--- src/rtl/sift_pkg.sv ---
// Shared types and helpers for the gradient pyramid scheduler.
package sift_pkg;

  typedef enum logic [1:0] {
    IDLE,
    SELECT,
    RUN
  } sched_state_t;

  localparam int MASK_MAX_W = 32;

  // Index of the least significant set bit; returns 0 for an all-zero mask.
  function automatic logic [4:0] lowest_set_bit(input logic [MASK_MAX_W-1:0] mask);
    logic [4:0] idx;
    idx = '0;
    for (int i = MASK_MAX_W - 1; i >= 0; i--) begin
      if (mask[i]) idx = 5'(i);
    end
    return idx;
  endfunction

endpackage

--- src/rtl/read_port_arbiter.sv ---
// Fixed-priority sharing of the source BRAM read port between the gradient
// engine and an auxiliary requester, plus the aux read-data valid pipeline.
module read_port_arbiter #(
  parameter int ADDR_W = 14
) (
  input  logic              clk,
  input  logic              rst,
  input  logic              eng_valid,
  input  logic [ADDR_W-1:0] eng_addr,
  input  logic              aux_req,
  input  logic [ADDR_W-1:0] aux_addr,
  output logic [ADDR_W-1:0] bram_addr,
  output logic              bram_valid,
  output logic              aux_grant,
  output logic              aux_rdata_valid
);

  // Aux handshake: the requester raises aux_req with aux_addr and holds both
  // stable until a cycle where aux_grant is high; that cycle is the transfer,
  // and its data appears on the shared bus two cycles later (aux_rdata_valid).
  // The engine never waits: any engine strobe takes the port that cycle.
  always_comb begin
    bram_addr  = '0;
    bram_valid = 1'b0;
    aux_grant  = 1'b0;
    if (eng_valid) begin
      bram_addr  = eng_addr;
      bram_valid = 1'b1;
    end else if (aux_req) begin
      bram_addr  = aux_addr;
      bram_valid = 1'b1;
      aux_grant  = 1'b1;
    end
  end

  logic [1:0] aux_pipe;

  always_ff @(posedge clk) begin
    if (rst) begin
      aux_pipe <= '0;
    end else begin
      aux_pipe <= {aux_pipe[0], aux_grant};
    end
  end

  assign aux_rdata_valid = aux_pipe[1];

endmodule

--- src/rtl/gradient_level_scheduler.sv ---
// Runs one gradient engine over each selected pyramid level in ascending order,
// remapping the engine's per-image addresses into that level's BRAM region.
module gradient_level_scheduler
  import sift_pkg::*;
#(
  parameter int WIDTH      = 64,
  parameter int HEIGHT     = 64,
  parameter int BIT_DEPTH  = 8,
  parameter int NUM_LEVELS = 4,
  localparam int PIX_W  = $clog2(WIDTH * HEIGHT),
  localparam int ADDR_W = $clog2(WIDTH * HEIGHT * NUM_LEVELS),
  localparam int LVL_W  = $clog2(NUM_LEVELS)
) (
  input  logic                  clk_in,
  input  logic                  rst_in,
  input  logic                  start_in,
  input  logic [NUM_LEVELS-1:0] level_mask_in,
  output logic                  busy_out,
  output logic                  done_out,
  output logic [LVL_W-1:0]      level_out,
  output logic                  grad_start_out,
  input  logic                  grad_done_in,
  input  logic [PIX_W-1:0]      grad_read_addr_in,
  input  logic                  grad_read_valid_in,
  input  logic [PIX_W-1:0]      grad_x_write_addr_in,
  input  logic [PIX_W-1:0]      grad_y_write_addr_in,
  input  logic                  grad_x_write_valid_in,
  input  logic                  grad_y_write_valid_in,
  output logic [ADDR_W-1:0]     bram_read_addr,
  output logic                  bram_read_valid,
  output logic [ADDR_W-1:0]     x_write_addr,
  output logic [ADDR_W-1:0]     y_write_addr,
  output logic                  x_write_valid,
  output logic                  y_write_valid,
  input  logic                  aux_read_req_in,
  input  logic [ADDR_W-1:0]     aux_read_addr_in,
  output logic                  aux_read_grant_out,
  output logic                  aux_rdata_valid_out,
  output sched_state_t          fsm_state
);

  if (NUM_LEVELS < 2 || NUM_LEVELS > MASK_MAX_W || BIT_DEPTH < 1) begin : g_bad_params
    $error("gradient_level_scheduler: NUM_LEVELS must be 2..32 and BIT_DEPTH >= 1");
  end

  localparam logic [ADDR_W-1:0] FRAME = ADDR_W'(WIDTH * HEIGHT);

  sched_state_t          state;
  logic [NUM_LEVELS-1:0] pending;
  logic                  ran_any;
  logic [ADDR_W-1:0]     off;

  assign fsm_state = state;

  // ran_any separates an empty run (busy drops with done) from a real run
  // (busy stays up through the done cycle).
  always_ff @(posedge clk_in) begin
    if (rst_in) begin
      state          <= IDLE;
      pending        <= '0;
      ran_any        <= 1'b0;
      busy_out       <= 1'b0;
      done_out       <= 1'b0;
      level_out      <= '0;
      grad_start_out <= 1'b0;
    end else begin
      done_out       <= 1'b0;
      grad_start_out <= 1'b0;
      case (state)
        IDLE: begin
          busy_out <= 1'b0;
          if (start_in) begin
            pending  <= level_mask_in;
            ran_any  <= 1'b0;
            busy_out <= 1'b1;
            state    <= SELECT;
          end
        end
        SELECT: begin
          if (pending != '0) begin
            level_out      <= LVL_W'(lowest_set_bit(MASK_MAX_W'(pending)));
            grad_start_out <= 1'b1;
            ran_any        <= 1'b1;
            state          <= RUN;
          end else begin
            done_out <= 1'b1;
            busy_out <= ran_any;
            state    <= IDLE;
          end
        end
        RUN: begin
          if (grad_done_in) begin
            pending <= pending & ~(NUM_LEVELS'(1) << level_out);
            state   <= SELECT;
          end
        end
        default: state <= IDLE;
      endcase
    end
  end

  assign off           = ADDR_W'(level_out) * FRAME;
  assign x_write_addr  = off + ADDR_W'(grad_x_write_addr_in);
  assign y_write_addr  = off + ADDR_W'(grad_y_write_addr_in);
  assign x_write_valid = grad_x_write_valid_in;
  assign y_write_valid = grad_y_write_valid_in;

  read_port_arbiter #(
    .ADDR_W(ADDR_W)
  ) u_read_port_arbiter (
    .clk            (clk_in),
    .rst            (rst_in),
    .eng_valid      (grad_read_valid_in),
    .eng_addr       (off + ADDR_W'(grad_read_addr_in)),
    .aux_req        (aux_read_req_in),
    .aux_addr       (aux_read_addr_in),
    .bram_addr      (bram_read_addr),
    .bram_valid     (bram_read_valid),
    .aux_grant      (aux_read_grant_out),
    .aux_rdata_valid(aux_rdata_valid_out)
  );

endmodule

--- config.mk ---
export PLATFORM = sky130hd
export DESIGN_NAME = gradient_level_scheduler
export DESIGN_NICKNAME = d
export VERILOG_FILES = /design/src/rtl/sift_pkg.sv /design/src/rtl/read_port_arbiter.sv /design/src/rtl/gradient_level_scheduler.sv
export SDC_FILE = /design/constraint.sdc
export NUM_CORES = 1
export LEC_CHECK = 0
export BUFFER_PORTS_ARGS = -buffer_cell sky130_fd_sc_hd__buf_4
export CELL_PAD_IN_SITES_DETAIL_PLACEMENT = 1
export CELL_PAD_IN_SITES_GLOBAL_PLACEMENT = 1
export CORE_ASPECT_RATIO = 0.5
export CORE_MARGIN = 2
export CORE_UTILIZATION = 20
export CTS_CLUSTER_DIAMETER = 150
export CTS_CLUSTER_SIZE = 24
export DETAILED_ROUTE_END_ITERATION = 10
export PLACE_DENSITY_LB_ADDON = 0.3
export SYNTH_ARGS = -nofsm -noshare
export SYNTH_HDL_FRONTEND = slang
export SYNTH_HIERARCHICAL = 1
export SYNTH_SLANG_ARGS = --single-unit
--- constraint.sdc ---
create_clock -name clk_in -period 1.95 [get_ports clk_in]
set_input_delay 0.39 -clock clk_in [delete_from_list [all_inputs] [get_ports clk_in]]
set_output_delay 0.39 -clock clk_in [all_outputs]
set_load 0.02 [all_outputs]
==> flow_summary.yaml <==
detailed_routing:
  met3WireLength_um: 175
  first_pass_iters: 4
  top_layer_used: "met4"
  wl_per_cell_um: 13.5
  finalWirelength_um: 2830
  drc: 0
  drt_iter0_markers: 18
  via_per_inst: 4.35
  route.antenna.remaining_nets: 0
  route.vias.total: 909
  met2_length_um: 1380
  m1WireLength_um: 1200
power:
  peakVddDrop_mv: 0.200
  p_seq_frac: 0.373
  p_sw_mw: 0.257
  clkPwrFrac: 0.328
  comb_power_share: 0.299
  power.leakage_nw: 0.606
  p_int_mw: 0.623
  power.density_nw_per_um2: 662
  swShare: 0.292
timing:
  tns_ps: 0
  slew_headroom: 0.652
  rsz0062_at_grt: "no"
  drv_slew: 0
  fin_worst_skew_ps: 3.43
  fin_crit_ps: 1610
  min_period_over_period: 0.824
  max_freq_ghz: 0.623
  setup_viol: 0
  tightest_slew_ps: 521
  hold_viol: 0
clock_tree:
  clkTransAtPathRegs_ps: 60
  clock_insertion_delay_worst_skew_ps: 250
  cts_made_buffers: 3
  clockBufferDepth: 2
  postCtsResizedCells: 0
  ctsHoldBuffers: 0
  htreeDepth: 1
  cts-root-buf: "clkbuf_8"
  clkSinkCount: 14
  cts_setup_buffers: 0
  tritoncts: "done"
synthesis:
  ys.flop_type: "dfxtp_1"
  yosys_warnings: 6
  yosysSeqAreaShare: 0.289
  ys_async_sr_fraction: 0
  synth_top_cells_by_area: "dfxtp_1, buf_4, a22o_1"
  synth.top_cells.by_count: "buf_4, dfxtp_1, a22o_1"
  synth.most_common_cell: "buf_4"
  avgSynthCellArea_um2: 8.83
  synth_top_cell_by_area: "dfxtp_1"
  synth_edf_count: 0
  synth_cell_type_count: 33
  netlist.area_leader.share: 0.289
  synth_nets: 172
  synthCells: 110
  syn_area_um2: 971
  synth-seq-cells: 14
finish:
  final_nets: 206
  fillers: 535
  diodes: 0
  postLayoutCellArea_um2: 1330
  drive_above_1_share: 0.531
  syn_to_final_growth_pct: 36.9
global_route:
  grt-ovfl-total: 0
  grt_pass1_vias: 940
  grt_pass1_wl_um: 4390
  antenna_found_initial: 0
  grt_max_degree: 19
  grt_use_total: 0.103
critical_path:
  cp_slowest_stage_delay_ps: 320
  crit_fanout: 18
  cp-end-kind: "output pin"
  start_kind: "input pin"
  path_buf_inv: 2
  cpMostUsedCell: "buf_4"
  cp.required_ps: 1560
  worst-setup-path-type: "input pin to output pin"
  cp_slowest_cell: "nor2b_4"
  path_delay_family: "simple AND/OR/NAND/NOR gates"
  path_cells: "buf_4, nor2b_4, a22o_1, buf_4"
  arrival_ps: 1220
placed_design:
  dp_hpwl_um: 2270
  port-buffer-count: 63
  gp_congestion: 0.729
  post_dp_cell_area_um2: 1270
status:
  status: "complete, no violations"
die:
  die_width_um: 103
  rows: 17
  die-area_um2: 5460
  die_h_um: 53.3
  start_util: 0.214
  io_pins: 116
  core_um2: 4530
worst_hold_path:
  hold_path_class: "input pin to flip-flop"
run:
  drv_cap: 0
[path summary, 6_finish.rpt]
path	startpoint	end	slack, ps	cells after the start
worst max-delay path	grad_read_valid_in	bram_read_addr[7]	340	4
worst min-delay path	rst_in	fsm_state[1]	420	2
worst max register to register	pending[0]	busy_out	450	3
worst min register to register	u_read_port_arbiter/aux_pipe[0]	u_read_port_arbiter/aux_pipe[1]	440	1
[power groups by stage]
stage	registers, mW	logic [mW]	clock network [mW]
global placement	0.334	0.265	0
floorplan	0.336	0.215	0
CTS	0.328	0.267	0.298
finish	0.328	0.263	0.289
global route	0.332	0.284	0.312
detailed placement	0.334	0.267	0
[cells in the final DEF, fill, tap and decap left out, types with 2 or more instances in the layout]
cell type and n:
nor3b_1 2, dfxtp_1 14, a22oi_1 4, buf_4 64, o211ai_1 2, a211oi_1 2, nor2b_1 2, o21ai_1 2
nand2_1 6, inv_1 3, a21oi_1 7, o311ai_0 2, a22o_1 12, clkbuf_8 4
[sequential cells by signal (all words and copies together) (netlist names)]
name,count
u_read_port_arbiter/aux_pipe,2
done_out,1
ran_any,1
level_out,2
fsm_state,2
grad_start_out,1
pending,4
busy_out,1
[worst register-to-register path: stages, from the launching register on]
cell       delay (ps)
dfxtp_1           360
or4_4             580
and3_4            200
a2111oi_2         260
[final cells by class]
type / instances / area [um^2] / area share
inverters: 3 / 11.3 / 0.00847
flip-flops and latches: 14 / 280 / 0.211
well taps: 66 / 82.6 / 0.0621
clock buffers: 4 / 55.1 / 0.0414
multi-input cells: 58 / 419 / 0.315
repair buffers: 64 / 480 / 0.362
[layer usage]
metal | GRT usage | vias up
met4 | 0.0511 | 0
li1 | - | 434
met1 | 0.131 | 425
met3 | 0.0238 | 16
met5 | 0 | -
met2 | 0.166 | 34
[cells by family (layout without fill, tap and decap cells)]
logic type / count (synthesis) / in the layout / share of synthesized area
buf+inv: 38 / 71 / 0.280
mux: 1 / 1 / 0.0116
compound gates: 36 / 36 / 0.281
flops: 14 / 14 / 0.289
simple gates: 21 / 21 / 0.139
[per-stage QoR]
stage	utilization	worst slack, ps	total power, mW	instances	hold WS [ps]
CTS	0.293	328	0.894	209	419
finish	0.293	344	0.880	209	419
global placement	0.281	354	0.599	205	423
detailed placement	0.281	328	0.601	205	429
floorplan	-	438	0.551	110	414
global route	0.293	242	0.928	209	430
(Power assumes the default switching activity.)
